$ cat src/rtl/syn_m_multi.sv
// syn_m_multi: GPS-disciplined master sync generator driving NCH channel-masked RS-485 bursts.
// Optional build macro SYN_M_MEAS_EN enables the GPS period measurement on gps_period.
module syn_m_multi #(
    parameter int NCH       = 4,
    parameter int PERIOD_US = 1000000,
    parameter int WIN_US    = 100,
    parameter int PW_US     = 10,
    parameter int GUARD_US  = 2,
    parameter int MISS_MAX  = 3,
    parameter int CW        = 21
) (
    input  logic           clk_sys,
    input  logic           rst_n,
    input  logic           pluse_us,
    input  logic           syn_en,
    input  logic [NCH-1:0] ch_en,
    input  logic           gps_pluse,
    output logic [NCH-1:0] tx_ctrl,
    output logic [NCH-1:0] tx_syn,
    output logic           lock,
    output logic           busy,
    output logic [15:0]    syn_cnt,
    output logic [CW-1:0]  gps_period
);

    typedef enum logic [1:0] {ST_IDLE, ST_LOCK, ST_HOLD} state_t;
    typedef enum logic [1:0] {PH_OFF, PH_LEAD, PH_SYN, PH_LAG} phase_t;

    localparam logic [CW-1:0] LO_TH   = CW'(PERIOD_US - WIN_US);
    localparam logic [CW-1:0] HI_TH   = CW'(PERIOD_US + WIN_US);
    localparam logic [CW-1:0] PER_TH  = CW'(PERIOD_US);
    localparam logic [15:0]   GD_END  = 16'(GUARD_US - 1);
    localparam logic [15:0]   PW_END  = 16'(PW_US - 1);
    localparam logic [7:0]    MISS_TH = 8'(MISS_MAX);

    state_t         state;
    phase_t         phase;
    logic           gps_p0, gps_p1, gps_p2, gps_edge;
    logic [CW-1:0]  us_cnt;
    logic [7:0]     miss;
    logic [15:0]    ph_cnt;
    logic [NCH-1:0] mask;
    logic           trig, acc, fly;

    // Stage p0/p1: two-flop synchroniser; p2 + gps_edge: registered rising-edge detect
    always_ff @(posedge clk_sys or negedge rst_n) begin
        if (!rst_n) begin
            gps_p0   <= 1'b0;
            gps_p1   <= 1'b0;
            gps_p2   <= 1'b0;
            gps_edge <= 1'b0;
        end else begin
            gps_p0   <= gps_pluse;
            gps_p1   <= gps_p0;
            gps_p2   <= gps_p1;
            gps_edge <= gps_p1 & ~gps_p2;
        end
    end

    // trig: any trigger this cycle; acc: GPS edge accepted in LOCK/HOLD; fly: flywheel trigger
    always_comb begin
        trig = 1'b0;
        acc  = 1'b0;
        fly  = 1'b0;
        if (syn_en) begin
            case (state)
                ST_IDLE: trig = gps_edge;
                ST_LOCK: begin
                    if (gps_edge && (us_cnt >= LO_TH)) begin
                        trig = 1'b1;
                        acc  = 1'b1;
                    end else if (us_cnt >= HI_TH) begin
                        trig = 1'b1;
                        fly  = 1'b1;
                    end
                end
                ST_HOLD: begin
                    if (gps_edge) begin
                        trig = 1'b1;
                        acc  = 1'b1;
                    end else if (us_cnt >= PER_TH) begin
                        trig = 1'b1;
                    end
                end
                default: ;
            endcase
        end
    end

    always_ff @(posedge clk_sys or negedge rst_n) begin
        if (!rst_n) begin
            state   <= ST_IDLE;
            phase   <= PH_OFF;
            us_cnt  <= '0;
            miss    <= '0;
            ph_cnt  <= '0;
            mask    <= '0;
            tx_ctrl <= '0;
            tx_syn  <= '0;
            busy    <= 1'b0;
            syn_cnt <= '0;
        end else begin
            // Cleared on every trigger, including dropped ones, to stay aligned to GPS
            if (trig) begin
                us_cnt <= '0;
            end else if (pluse_us && (us_cnt != '1)) begin
                us_cnt <= us_cnt + CW'(1);
            end

            if (!syn_en) begin
                state   <= ST_IDLE;
                miss    <= '0;
                phase   <= PH_OFF;
                ph_cnt  <= '0;
                busy    <= 1'b0;
                tx_ctrl <= '0;
                tx_syn  <= '0;
            end else begin
                case (state)
                    ST_IDLE: begin
                        if (trig) begin
                            state <= ST_LOCK;
                            miss  <= '0;
                        end
                    end
                    ST_LOCK: begin
                        if (acc) begin
                            miss <= '0;
                        end else if (fly) begin
                            miss <= miss + 8'd1;
                            if ((miss + 8'd1) >= MISS_TH) begin
                                state <= ST_HOLD;
                            end
                        end
                    end
                    ST_HOLD: begin
                        if (acc) begin
                            state <= ST_LOCK;
                            miss  <= '0;
                        end
                    end
                    default: state <= ST_IDLE;
                endcase

                // The trigger cycle's own tick never counts toward the first phase
                if (trig && !busy) begin
                    mask    <= ch_en;
                    busy    <= 1'b1;
                    syn_cnt <= syn_cnt + 16'd1;
                    ph_cnt  <= '0;
                    tx_ctrl <= ch_en;
                    if (GUARD_US == 0) begin
                        phase  <= PH_SYN;
                        tx_syn <= ch_en;
                    end else begin
                        phase  <= PH_LEAD;
                        tx_syn <= '0;
                    end
                end else if (busy && pluse_us) begin
                    case (phase)
                        PH_LEAD: begin
                            if (ph_cnt == GD_END) begin
                                phase  <= PH_SYN;
                                tx_syn <= mask;
                                ph_cnt <= '0;
                            end else begin
                                ph_cnt <= ph_cnt + 16'd1;
                            end
                        end
                        PH_SYN: begin
                            if (ph_cnt == PW_END) begin
                                ph_cnt <= '0;
                                tx_syn <= '0;
                                if (GUARD_US == 0) begin
                                    phase   <= PH_OFF;
                                    tx_ctrl <= '0;
                                    busy    <= 1'b0;
                                end else begin
                                    phase <= PH_LAG;
                                end
                            end else begin
                                ph_cnt <= ph_cnt + 16'd1;
                            end
                        end
                        PH_LAG: begin
                            if (ph_cnt == GD_END) begin
                                ph_cnt  <= '0;
                                phase   <= PH_OFF;
                                tx_ctrl <= '0;
                                busy    <= 1'b0;
                            end else begin
                                ph_cnt <= ph_cnt + 16'd1;
                            end
                        end
                        default: begin
                            phase   <= PH_OFF;
                            tx_ctrl <= '0;
                            tx_syn  <= '0;
                            busy    <= 1'b0;
                        end
                    endcase
                end
            end
        end
    end

    assign lock = (state == ST_LOCK);

`ifdef SYN_M_MEAS_EN
    always_ff @(posedge clk_sys or negedge rst_n) begin
        if (!rst_n) begin
            gps_period <= '0;
        end else if (acc) begin
            gps_period <= us_cnt;
        end
    end
`else
    assign gps_period = '0;
`endif

endmodule

$ cat config.mk
export PLATFORM = sky130hd
export DESIGN_NAME = syn_m_multi
export DESIGN_NICKNAME = d
export VERILOG_FILES = /design/src/rtl/syn_m_multi.sv
export SDC_FILE = /design/constraint.sdc
export NUM_CORES = 1
export LEC_CHECK = 0
export ABC_CLOCK_PERIOD_IN_PS = 6240
export CELL_PAD_IN_SITES_DETAIL_PLACEMENT = 0
export CELL_PAD_IN_SITES_GLOBAL_PLACEMENT = 2
export CORE_UTILIZATION = 29
export DETAILED_ROUTE_END_ITERATION = 10
export GPL_ROUTABILITY_DRIVEN = 0
export PLACE_DENSITY = 0.69
export SLEW_MARGIN = 20
export SYNTH_ARGS = -nofsm -noshare
export SYNTH_HDL_FRONTEND = slang
export SYNTH_SLANG_ARGS = --single-unit
$ cat constraint.sdc
create_clock -name clk_sys -period 6.24 [get_ports clk_sys]
set_input_delay 1.248 -clock clk_sys [delete_from_list [all_inputs] [get_ports clk_sys]]
set_output_delay 1.248 -clock clk_sys [all_outputs]
set_load 0.02 [all_outputs]
==> flow_metrics.tcl, run 1 <==
set metrics [dict create \
    outcome "completed" \
    ys_types 61 \
    p_leak_nw 2.33 \
    hold_ws_ns 0.377 \
    top_layer "met4" \
    drt-met1-wl_um 5260 \
    viasPerCell 4.76 \
    worstSetupEndpointType "flop" \
    power_frac_comb_pct 15.7 \
    fillCellCount 1645 \
    stdcell_count 759 \
    start_util_pct 29.8 \
    slowest_delay_ns 0.78 \
    fin_setup_tns_ns 0 \
    crit_fanout 12 \
    p_per_area_nw_per_um2 255 \
    place_inst 743 \
    peakVddDrop_v 0.000135 \
    grt_pass1_wl_um 17800 \
    cts_made_buffers 9 \
    worstPathArrival_ns 3.93 \
    hold_path_class "flop to flop" \
    first_global_vias 3478 \
    ys.flop_type "dfrtp_1" \
    synth_compound_area_share_pct 15.3 \
    fin_crit_ns 3.69 \
    yosys_warnings 0 \
    clock_path_buffers 2 \
    power.switching_uw 411 \
    fmax_mhz 271 \
    p_clk_share_pct 40.0 \
    n_antenna_cell 0 \
    clk_latency_ns 0.34 \
    preCtsSetupSlack_ns 2.23 \
    fp.dieW_um 130 \
    rows 46 \
    portBuffers 34 \
    dp_hpwl_um 7250 \
    syn_avg_cell_area_um2 9.31 \
    critPathSlowestCell "nor2_1" \
    sw_frac_of_total_pct 29.3 \
    routedWlPerCell_um 14.0 \
    cpMostUsedCell "nor2_1" \
    period_share_pct 59.1 \
    grt_max_degree 62 \
    io_pins 56 \
    cts_resized 0 \
    seq_power_share_pct 44.3 \
    path_buf_inv 1 \
    grt_use_total_pct 13.6 \
    cts.hold.buffers_added 0 \
    syn_area_um2 4730 \
    path_cells "clkdlybuf4s50_1, nand2_1, nor2_1, o21ai_0, nor2_1, a21oi_1, a311oi_2" \
    num_vias 3610 \
    synth_seq_area_share_pct 43.4 \
    drv_cap 0 \
    worst-slew-pin-transition_ns 0.983 \
    ys_seq_elements 82 \
    muxShareOfSynthArea_pct 1.93 \
    core_um2 15900 \
    synth-simple-area-share_pct 21.7 \
    die_h_um 130 \
    drtIter0Drc 213 \
    syn_inst 508 \
    synth_fa_ha_area_share_pct 3.70 \
    setup_viol 0 \
    clkSinkCount 82 \
    dieArea_um2 16800 \
    grt-ovfl-total 0 \
    antenna_found_initial 0 \
    p_int_uw 993 \
    finalNetCount 561 \
    fin_ws_ns 2.55 \
    area_delta_synth_final_pct 16.3 \
    seq_area_um2 2050 \
    fin_util_pct 34.6 \
    drc 0 \
    ant_nets 0 \
    clock-root-buffer "clkbuf_16" \
    h-tree-depth 3 \
    maxSlewViolCount 0 \
    cts.reportedPaths.clkPinSlew_ns 0.06 \
    drive_above_1_share_pct 9.39 \
    start_kind "input pin" \
    wl_met3_um 400 \
    cp_top_family "simple AND/OR/NAND/NOR gates" \
    relSlewSlack_pct 34.2 \
    synthXorXnorAreaFrac_pct 6.48 \
    drtPass1Iterations 4 \
    crit_required_ns 6.49 \
    finClkSkew_ns 0.00935 \
    multi_input_area_um2 2400 \
    criticalPathCategory "input pin to flop" \
    synthArstFlopShare_pct 100 \
    synth_edf_count 0 \
    cts_tree "yes" \
    synth_top_family_by_area "simple AND/OR/NAND/NOR gates" \
    routed_wl_um 10700 \
    wl_met2_um 4860 \
    post_cts_buffers 0 \
    hold_viol 0 \
    rsz0062_at_grt "no" \
]
state kept, by name, indices dropped and copies added (netlist names), 2 cells and up:
signal,cells
us_cnt,21
syn_cnt,16
mask,4
state,2
miss,8
phase,2
tx_syn,4
tx_ctrl,4
ph_cnt,16
power groups by stage:
stage               clock network, mW  logic [mW]  registers, mW
finish                          0.561       0.221          0.622
CTS                             0.582       0.224          0.622
detailed placement                  0       0.223          0.632
floorplan                           0       0.154          0.629
global route                    0.608       0.250          0.630
global placement                    0       0.219          0.631
cell type report:
cell class              count  share of cell area [%]
inverters                  28                    1.91
flip-flops and latches     82                    37.3
repair buffers             37                    6.55
clock buffers              11                    4.59
well taps                 216                    4.91
clock inverters             5                    1.09
multi-input cells         380                    43.7
stage by stage:
step / cell area, µm² / total power [mW]
3_3_place_gp: 5190 / 0.851
4_1_cts: 5500 / 1.43
6_report: 5500 / 1.40
5_1_grt: 5500 / 1.49
2_1_floorplan: 4810 / 0.782
3_5_place_dp: 5190 / 0.856
Yosys cell counts (all sizes together) (3+ instances only):
cell	count	area, µm²
nor3b	3	22.5
a21o	3	22.5
or3	4	25.0
o32a	3	31.3
nand4	12	75.1
buf	31	223
o21ai	26	149
ha	14	175
o311ai	3	26.3
nor4	4	37.5
a311oi	10	113
dfrtp	82	2050
a31oi	8	65.1
inv	28	105
nand3	23	115
mux2i	8	80.1
or2	5	31.3
o31ai	3	22.5
nor2	67	254
a211oi	5	62.6
clkbuf	7	26.3
xnor2	20	175
a21oi	17	85.1
nor2b	3	18.8
nor3	22	130
and3	9	56.3
o22ai	5	31.3
xor2	15	131
nand2	42	158
and2	6	37.5
per-layer routing:
metal / GRT usage [%] / vias to the layer above
li1: - / 1793
met4: 4.45 / 0
met3: 3.49 / 10
met5: 0 / -
met2: 21.5 / 68
met1: 18.2 / 1739
path summary, 6_finish.rpt:
kind / slack (ns) / depth (start not counted) / from / end
setup / recovery: 2.55 / 7 / pluse_us / ph_cnt[12]
hold / removal: 0.38 / 0 / gps_p0 / gps_p1
setup reg to reg: 3.33 / 8 / phase[1] / ph_cnt[12]
hold reg to reg: 0.38 / 0 / gps_p0 / gps_p1
max in group asynchronous: 4.33 / 2 / rst_n / ph_cnt[8]
min in group asynchronous: 0.79 / 1 / rst_n / miss[3]
cell families after synthesis:
family,count (synthesis)
other,1
buffers and inverters,66
XOR/XNOR,35
flip-flops,82
AND/OR/NAND/NOR,206
AO/OA/AOI/OAI,95
multiplexers,9
adder cells (fa/ha/maj),14
placed cells by master (no fill, tap or decap), types with 3 or more instances in the layout:
cell type / n
a211oi_2: 5
a21o_1: 3
a21oi_1: 17
a311oi_1: 6
a311oi_2: 4
a31oi_1: 7
and2_1: 6
and3_1: 9
buf_4: 4
clkbuf_16: 9
clkdlybuf4s50_1: 33
conb_1: 21
dfrtp_1: 82
ha_1: 14
inv_1: 28
mux2i_1: 8
nand2_1: 42
nand3_1: 23
nand4_1: 12
nor2_1: 65
nor2b_1: 3
nor3_1: 18
nor3_2: 4
nor3b_1: 3
o21ai_0: 20
o21ai_1: 3
o22ai_1: 5
o311ai_1: 3
o31ai_1: 3
or2_2: 4
or3_1: 4
xnor2_1: 20
xor2_1: 15
No activity file was read; power rests on OpenSTA's default activity.
==> run 2, diff against run 1 <==
- ABC_CLOCK_PERIOD_IN_PS: 6240 -> 3800
- clock period: 6.24 -> 3.8 ns (I/O delays scaled with it)
==> flow_metrics.tcl, run 2 (synthesis results as in run 1) <==
set metrics [dict create \
    largestRegisters "us_cnt x21, ph_cnt x16, syn_cnt x16" \
    worstPathArrival_ns 2.99 \
    finClkSkew_ns 0.00922 \
    cts_tree "yes" \
    clock-root-buffer "clkbuf_16" \
    clk_latency_ns 0.35 \
    post_cts_buffers 0 \
    finalNetCount 565 \
    first_global_vias 3450 \
    grt_use_total_pct 13.7 \
    rsz0062_at_grt "no" \
    p_leak_nw 2.38 \
    layout_common_cells "dfrtp_1 (82), nor2_1 (66), nand2_1 (42), clkdlybuf4s50_1 (33), inv_1 (28)" \
    drive_above_1_share_pct 9.69 \
    grt-ovfl-total 0 \
    maxSlewViolCount 0 \
    worst-slew-pin-transition_ns 0.769 \
    drv_cap 0 \
    die_h_um 130 \
    fp.dieW_um 130 \
    clock_path_buffers 2 \
    ant_nets 0 \
    drtIter0Drc 242 \
    hold_path_class "flop to flop" \
    hold_ws_ns 0.357 \
    cts.hold.buffers_added 0 \
    setup_viol 0 \
    drtPass1Iterations 4 \
    portBuffers 34 \
    criticalPathCategory "input pin to flop" \
    h-tree-depth 3 \
    drc 0 \
    routed_wl_um 10700 \
    cts_made_buffers 9 \
    fin_crit_ns 2.73 \
    period_share_pct 71.9 \
    area_delta_synth_final_pct 18.1 \
    core_um2 15900 \
    relSlewSlack_pct 48.5 \
    grt_max_degree 57 \
    regMostFlops "us_cnt" \
    start_util_pct 29.8 \
    worstSetupEndpointType "flop" \
    hold_viol 0 \
    cts_resized 0 \
    dp_hpwl_um 7280 \
    n_antenna_cell 0 \
    rows 46 \
    fin_setup_tns_ns 0 \
    cts.reportedPaths.clkPinSlew_ns 0.06 \
    crit_required_ns 4.05 \
    peakVddDrop_v 0.000217 \
    fmax_mhz 366 \
    antenna_found_initial 0 \
    crit_fanout 12 \
    dieArea_um2 16800 \
    viasPerCell 4.74 \
    final_common_cell "dfrtp_1" \
    routedWlPerCell_um 14.0 \
    fillCellCount 1640 \
    num_vias 3616 \
    start_kind "input pin" \
    grt_pass1_wl_um 17800 \
    clkSinkCount 82 \
    largest_reg_flops 21 \
    outcome "completed" \
    p_per_area_nw_per_um2 443 \
    io_pins 56 \
]
[run 2: cell count changes in the layout (fill, tap and decap cells not counted), sizes merged]
| cell | delta |
|---|---|
| inv | -2 |
| buf | +4 |
| clkinvlp | -1 |
| bufinv | +3 |
[run 2: critical path, cell delays in order]
cell	delay, ns
clkdlybuf4s50_1	0.55
nand2_1	0.14
or2_2	0.39
nor2_1	0.59
o21ai_0	0.24
a311oi_2	0.31
[run 2: per-stage QoR]
stage	util [%]	cell area (µm²)	worst slack, ns	power [mW]	instances
CTS	35.2	5590	1.09	2.51	763
global route	35.2	5590	0.951	2.59	763
finish	35.2	5590	1.07	2.47	763
detailed placement	32.8	5220	0.718	1.41	747
floorplan	-	4810	1.55	1.28	528
global placement	32.8	5220	0.776	1.40	747
[run 2: per-layer routing]
layer | GRT usage [%] | up-vias | wire length [µm]
li1 | - | 1809 | -
met1 | 19.0 | 1737 | 5430
met2 | 20.6 | 57 | 4760
met3 | 3.24 | 13 | 343
met4 | 5.13 | 0 | 177
met5 | 0 | - | 0
[run 2: where the power goes]
| group | internal (mW) | total [mW] | leakage (nW) | switching (mW) |
|---|---|---|---|---|
| sequential | 0.940 | 1.03 | 1.11 | 0.0851 |
| clock | 0.726 | 1.09 | 0.180 | 0.362 |
| combinational | 0.144 | 0.361 | 1.09 | 0.217 |
| total | 1.81 | 2.47 | 2.38 | 0.664 |
[run 2: area by class of cell]
class / instances / area, µm² / area share, %
Inverter: 28 / 105 / 1.88
Timing Repair Buffer: 41 / 390 / 6.99
Clock buffer: 11 / 243 / 4.35
Multi-Input combinational cell: 380 / 2400 / 43.0
Sequential cell: 82 / 2050 / 36.7
Clock inverter: 5 / 125 / 2.24
Tap cell: 216 / 270 / 4.84
[run 2: worst paths after layout]
path	start	endpoint	slack, ns	depth (start not counted)
worst max-delay path	pluse_us	ph_cnt[14]	1.07	6
worst min-delay path	gps_p0	gps_p1	0.36	0
worst max register to register	us_cnt[12]	syn_cnt[1]	1.13	6
worst min register to register	gps_p0	gps_p1	0.36	0
max in group asynchronous	rst_n	us_cnt[3]	2.60	2
min in group asynchronous	rst_n	miss[5]	0.49	1
